`src/rtl/scan_addr_gen.sv`:
```
// Scan sequencer for a 3-to-8 active-low decoder.
// Walks the enabled channels one slot each, blanking before every drive.
module scan_addr_gen #(
  parameter int CLK_DIV   = 1000,
  parameter int BLANK_CYC = 4
) (
  input  logic       clk,
  input  logic       rst_n,
  input  logic       en,
  input  logic [7:0] ch_mask,
  output logic       A2,
  output logic       A1,
  output logic       A0,
  output logic       E1_n,
  output logic       E2_n,
  output logic       E3,
  output logic [2:0] cur_ch,
  output logic       slot_start,
  output logic       frame_done
);

  localparam int CW = $clog2(CLK_DIV);
  localparam logic [CW-1:0] LAST  = CW'(CLK_DIV - 1);
  localparam logic [CW-1:0] BL_LT = CW'(BLANK_CYC - 1);
  localparam logic [CW-1:0] DR_1ST = CW'(BLANK_CYC);

  typedef enum logic [1:0] {
    IDLE,
    BLANK,
    DRIVE
  } state_t;

  state_t        state_q, state_d;
  logic [CW-1:0] cnt_q, cnt_d;
  logic [2:0]    addr_q, addr_d;
  logic [2:0]    out_q;
  logic          drive_q;
  logic          start_q;
  logic          done_q;
  logic [7:0]    above;
  logic          last_ch;
  logic          boundary;

  function automatic logic [2:0] lowest(input logic [7:0] m);
    lowest = '0;
    for (int i = 7; i >= 0; i--)
      if (m[i]) lowest = i[2:0];
  endfunction

  always_comb begin
    above    = ch_mask & (8'hFE << addr_q);
    last_ch  = ~|above;
    boundary = (state_q == DRIVE) && (cnt_q == LAST);
    state_d  = state_q;
    cnt_d    = cnt_q + 1'b1;
    addr_d   = addr_q;
    if (!en) begin
      state_d = IDLE;
      cnt_d   = '0;
    end else begin
      unique case (state_q)
        IDLE: begin
          cnt_d = '0;
          if (|ch_mask) begin
            state_d = BLANK;
            addr_d  = lowest(ch_mask);
          end
        end
        BLANK: begin
          if (cnt_q == BL_LT) state_d = DRIVE;
        end
        DRIVE: begin
          if (cnt_q == LAST) begin
            cnt_d = '0;
            if (|ch_mask) begin
              state_d = BLANK;
              addr_d  = last_ch ? lowest(ch_mask)
                                : lowest(above);
            end else begin
              state_d = IDLE;
            end
          end
        end
        default: begin
          state_d = IDLE;
          cnt_d   = '0;
        end
      endcase
    end
  end

  always_ff @(posedge clk or negedge rst_n) begin
    if (!rst_n) begin
      state_q <= IDLE;
      cnt_q   <= '0;
      addr_q  <= '0;
    end else begin
      state_q <= state_d;
      cnt_q   <= cnt_d;
      addr_q  <= addr_d;
    end
  end

  // Output stage trails the FSM by one cycle, so a new address
  // always lands in a cycle whose enables are already off.
  always_ff @(posedge clk or negedge rst_n) begin
    if (!rst_n) begin
      out_q   <= '0;
      drive_q <= 1'b0;
      start_q <= 1'b0;
      done_q  <= 1'b0;
    end else begin
      drive_q <= en && (state_q == DRIVE);
      start_q <= en && (state_q == DRIVE)
                    && (cnt_q == DR_1ST);
      done_q  <= en && boundary && last_ch;
      if (en) out_q <= addr_q;
    end
  end

  assign {A2, A1, A0} = out_q;
  assign cur_ch       = out_q;
  assign E3           = drive_q;
  assign E1_n         = ~drive_q;
  assign E2_n         = ~drive_q;
  assign slot_start   = start_q;
  assign frame_done   = done_q;

endmodule

```
`config.mk`:
```
export PLATFORM = sky130hd
export DESIGN_NAME = scan_addr_gen
export DESIGN_NICKNAME = d
export VERILOG_FILES = /design/src/rtl/scan_addr_gen.sv
export SDC_FILE = /design/constraint.sdc
export NUM_CORES = 1
export LEC_CHECK = 0
export ABC_AREA = 1
export CAP_MARGIN = 20
export CORE_MARGIN = 8
export CORE_UTILIZATION = 42
export CTS_BUF_LIST = sky130_fd_sc_hd__clkbuf_16
export DETAILED_ROUTE_END_ITERATION = 10
export GPL_TIMING_DRIVEN = 0
export MAX_ROUTING_LAYER = met4
export PLACE_DENSITY = 0.74
export SKIP_LAST_GASP = 1
export SYNTH_ARGS = -nofsm -noshare
export SYNTH_HDL_FRONTEND = slang
export SYNTH_SLANG_ARGS = --single-unit
export TNS_END_PERCENT = 50
```
`constraint.sdc`:
```
create_clock -name clk -period 1.6 [get_ports clk]
set_input_delay 0.24 -clock clk [delete_from_list [all_inputs] [get_ports clk]]
set_output_delay 0.24 -clock clk [all_outputs]
set_load 0.1 [all_outputs]
```
Word-level counts from Yosys, hierarchy flattened

Cells that the tools add are included.
Widths: inputs -> output; s select.

Shifts and indexed selects: 1
Divide/modulo/power cells: 0
Multiply operators: 0
Reduce and logical (&&, ||, !) cells: 12
Order comparisons: 0
Multiplexer cells: 30
Equal/unequal tests: 11
Bitwise operators: 2
Add/sub/neg operators: 1

Operators by type and width:

| cell                  | count |
|---|---|
| $mux 3                | 20 |
| $mux 10               | 2 |
| $pmux 10 s2           | 1 |
| $reduce_or 8->1       | 2 |
| $add 10x1->10 const B | 1 |
| $eq 10x10->1 const B  | 1 |
| $eq 10x2->1 const B   | 1 |
| $eq 10x3->1 const B   | 1 |
| $ne 3x3->1 const B    | 3 |
| $and 8x8->8           | 1 |
| $mux 2                | 4 |
| $shl 8x3->8 const A   | 1 |
| $ne 2x2->1 const B    | 3 |
| $pmux 2 s3            | 1 |
| $pmux 3 s2            | 1 |
| $logic_and 1x1->1     | 5 |
| $reduce_and 5->1      | 1 |
| $reduce_and 3->1      | 1 |
| $eq 2x1->1 const B    | 1 |
| $eq 2x2->1 const B    | 1 |
| $logic_not 2->1       | 1 |
| $reduce_bool 2->1     | 1 |
| $logic_not 1->1       | 1 |
| $mux 1                | 1 |
| $not 1->1             | 1 |

Logic and storage cells: 64
Latch bits: 0
Memories: 0
Flip-flop bits (word level): 21
RAM bits: 0
Bits in read-only memories: 0

Longest topological paths before layout

Word-level depth: 14
Depth in mapped cells: 11
Gate-level depth less buffers: 11

Least setup slack after synthesis

No wires, ideal clock.

Path kind: register to output
Start point: register drive_q, in the netlist E3
End point: output port E2_n
Setup slack: -646 ps
Stages on the path, launching flop included: 3
Buffers on the path: 1
Arrival: 2006 ps
Cells stage by stage: dfrtp_1 > inv_1 > buf_4

Word-level cells in the longest chain between the ends: 1

RTL lines:

| element                | RTL line | RTL |
|---|---|---|
| from (decl)            | 37       | `logic drive_q;` |
| from (signal assigned) | 113      | `drive_q <= en && (state_q == DRIVE);` |
| $not 1->1              | n/a      |  |
| to (decl)              | 15       | `output logic E2_n,` |

Every way passes these cells.

Worst setup path after layout

Start point: register cnt_q[0]
End point: register cnt_q[9]

Word-level cells in the longest chain between the ends: 4

RTL lines:

| element                                              | RTL line | RTL |
|---|---|---|
| from (decl)                                          | 34       | `logic [CW-1:0] cnt_q, cnt_d;` |
| from (signal assigned)                               | 99       | `cnt_q <= cnt_d;` |
| $add 10x1->10 / $eq 10x10->1 (equally long branches) | 55, 73   |  |
| $mux 10                                              | 73       | `if (cnt_q == LAST) begin` |
| $pmux 10 s2 *                                        | 61       | `unique case (state_q)` |
| $mux 10 *                                            | 57       | `if (!en) begin` |
| named net cnt_d[9]                                   | 34       |  |

The timed path passes the listed nets; every way through them passes the cells marked *.
A chain may end at the register's enable or synchronous reset.

==> flow_metrics.env <==
export IMPL_start_util=0.444
export IMPL_yosysTopAreaCell="dfrtp_1"
export IMPL_vdd_drop_max_mv=0.646
export IMPL_numCtsBuffers=3
export IMPL_hold_path_cell_count=3
export IMPL_critPathKind="flop to flop"
export IMPL_finalCritPeriodShare=0.977
export IMPL_yosysSeqAreaShare=0.385
export IMPL_path_common_cell="inv_2"
export IMPL_cts_tree="yes"
export IMPL_cp_top_family="simple AND/OR/NAND/NOR gates"
export IMPL_endpoint_kind="flop"
export IMPL_synth_ff_type="dfrtp_1"
export IMPL_netlist_instances=194
export IMPL_worst_path_buf_inv=2
export IMPL_synth_most_common_cell="nand2_1"
export IMPL_synth_commonest_cells="nand2_1, inv_1, nor2_1"
export IMPL_drcViolationCount=0
export IMPL_leakagePower_uw=0.000859
export IMPL_ys_types=21
export IMPL_dieArea_um2=5330
export IMPL_io_pins=22
export IMPL_vias=1251
export IMPL_hpwl_um=2150
export IMPL_n_antenna_cell=0
export IMPL_hold_start="en"
export IMPL_start_kind="flop"
export IMPL_viasPerCell=4.72
export IMPL_design_area_um2=1780
export IMPL_path_max_fanout=5
export IMPL_drt_wirelength_per_cell_um=11.0
export IMPL_num_rows=20
export IMPL_regToRegSetupSlack_ns=0.04
export IMPL_grt_pass1_vias=1112
export IMPL_clk_latency_ns=0.25
export IMPL_portBuffers=20
export IMPL_ys_ff_latch=21
export IMPL_synth_edf_count=0
export IMPL_synthesis_area_um2=1370
export IMPL_multiInputGateArea_um2=742
export IMPL_drt_wl_total_um=2910
export IMPL_drive_gt1_frac=0.186
export IMPL_yosys_warnings=0
export IMPL_nNetsFinal=240
export IMPL_fin_crit_ns=1.56
export IMPL_slowest_delay_ns=0.41
export IMPL_grt_usage=0.113
export IMPL_place_gp_congestion=0.860
export IMPL_r2r_end="cnt_q[9]"
export IMPL_r2r_cells=8
export IMPL_status="finished, final reports clean"
export IMPL_drv_slew=0
export IMPL_grt_start_max_net_pins=22
export IMPL_nFillCells=298
export IMPL_drt_iter0_drc=95
export IMPL_drtPass1Iterations=4
export IMPL_tightest_slew_ns=0.927
export IMPL_critical_path_cell_chain="ha_2 > inv_2 > nor3_4 > nand3_2 > nand2_2 > inv_2 > o211ai_4 > nor2_2"
export IMPL_r2r_start="cnt_q[0]"
export IMPL_crit_required_ns=1.74
export IMPL_ctsHoldBuffers=0
export IMPL_placed_area_um2=1630
export IMPL_cts_root_buffer="clkbuf_16"
export IMPL_finalHoldViolCount=0
export IMPL_holdPathEnd="state_q[1]"
export IMPL_timing_final_ws_setup_ns=0.0373
export IMPL_finClkSkew_ns=0.00391
export IMPL_overflow=0
export IMPL_dieHeight_um=73.0
export IMPL_final_util=0.578
export IMPL_slew_headroom=0.380
export IMPL_cts_num_sinks=21
export IMPL_syn_avg_cell_area_um2=7.04
export IMPL_coreArea_um2=3080
export IMPL_hold_path_class="input pin to flop"
export IMPL_antenna_found_initial=0
export IMPL_drv_cap=0
export IMPL_path_clk_slew_ns=0.06
export IMPL_power_density_nw_per_um2=1500
export IMPL_fmax_mhz=640
export IMPL_crit_arrival_ns=1.70
export IMPL_die_w_um=73.0
export IMPL_areaGrowthSynthToFinish_pct=30.1
export IMPL_setup_tns_final_ns=0
export IMPL_htreeDepth=1
export IMPL_cp_slowest_cell="dfrtp_1"
export IMPL_grt_pass1_wl_um=4690
export IMPL_final_antenna_net_count=0
export IMPL_synth_area_top_cells="dfrtp_1, nand2_1, inv_1"
export IMPL_syn_num_nets=212
export IMPL_synthArstFlopShare=1.00
export IMPL_rsz0062_at_grt="yes"
export IMPL_cts_max_path_buffers=2
export IMPL_pre_cts_ws_ns=-0.388
export IMPL_regArea_um2=529
export IMPL_yosysTopAreaCellShare=0.385
export IMPL_setup_viol=0
[tightest hold or removal path, delay by kind of cell]
family,cells,cell delay [ns]
buf+inv,1,0.19
simple gates,2,0.13
[registers in the layout, indices dropped and copies added (netlist names)]
name,count
cur_ch,3
frame_done,1
cnt_q,10
addr_q,3
E3,1
state_q,2
slot_start,1
[worst max-delay path by stage]
stage | startpoint | to | cells after the start
2_1_floorplan | E3 | E2_n | 2
4_1_cts | cnt_q[0] | cnt_q[8] | 8
3_3_place_gp | E3 | E2_n | 3
5_1_grt | cnt_q[0] | state_q[1] | 9
6_report | cnt_q[0] | cnt_q[9] | 8
3_5_place_dp | E3 | E2_n | 3
[placed cells by master, fill, tap and decap left out]
master / count
nand2_1: 64
nor2_1: 26
inv_1: 25
dfrtp_1: 20
nand3_1: 12
clkdlybuf4s50_1: 9
clkdlybuf4s15_2: 9
xor2_1: 7
ha_1: 5
buf_4: 5
inv_2: 4
o21ai_0: 4
buf_2: 3
nor2_2: 3
nor4_1: 3
clkbuf_16: 3
o211ai_4: 2
a21oi_1: 2
ha_2: 2
dfrtp_4: 1
nor3_4: 1
nand3_2: 1
nand2_2: 1
nor3_1: 1
clkinvlp_4: 1
nand4_1: 1
or2_4: 1
nor3_2: 1
nor4_2: 1
o21ai_1: 1
buf_6: 1
clkinv_2: 1
[layout make-up]
class / instances / area share
Timing Repair Buffer: 22 / 0.122
Sequential cell: 21 / 0.298
Clock inverter: 1 / 0.00281
Clock buffer: 3 / 0.0422
Multi-Input combinational cell: 139 / 0.417
Tap cell: 44 / 0.0310
Buffer: 5 / 0.0218
Inverter: 30 / 0.0654
[per-layer routing]
| layer | wire length [um] | vias up | GRT usage |
|---|---|---|---|
| met4 | 25 | 0 | 0.0400 |
| met5 | 0 | - | - |
| li1 | - | 656 | - |
| met3 | 153 | 2 | 0.0261 |
| met1 | 1340 | 561 | 0.126 |
| met2 | 1400 | 32 | 0.192 |
[power breakdown]
group / total (uW) / switching (uW) / internal [uW]
Clock: 526 / 191 / 336
Sequential: 742 / 113 / 630
Combinational: 1400 / 1020 / 382
Total: 2670 / 1320 / 1350
[cell families (layout without fill, tap and decap cells)]
group | Yosys count | count (layout) | synth area share
flops | 21 | 21 | 0.385
simple gates | 116 | 116 | 0.357
compound gates | 8 | 9 | 0.0412
xor+xnor | 7 | 7 | 0.0449
fa+ha+maj | 7 | 7 | 0.0641
buf+inv | 35 | 61 | 0.108
[stage by stage]
stage	hold WS (ns)	total power (uW)	std cells
floorplan	-0.0556	1820	194
global placement	0.477	2100	258
detailed placement	0.481	2120	258
CTS	0.312	2630	262
global route	0.360	2840	265
finish	0.348	2670	265
[timing repair]
item / 4_1_cts / 5_1_grt
pin swaps: 0 / 6
setup endpoints to repair: 23 / 17
hold endpoints to repair: 0 / 0
setup buffers: 0 / 2
resized for setup: 35 / 10
cloned: 0 / 1
No activity file was read; power rests on OpenSTA's default activity.
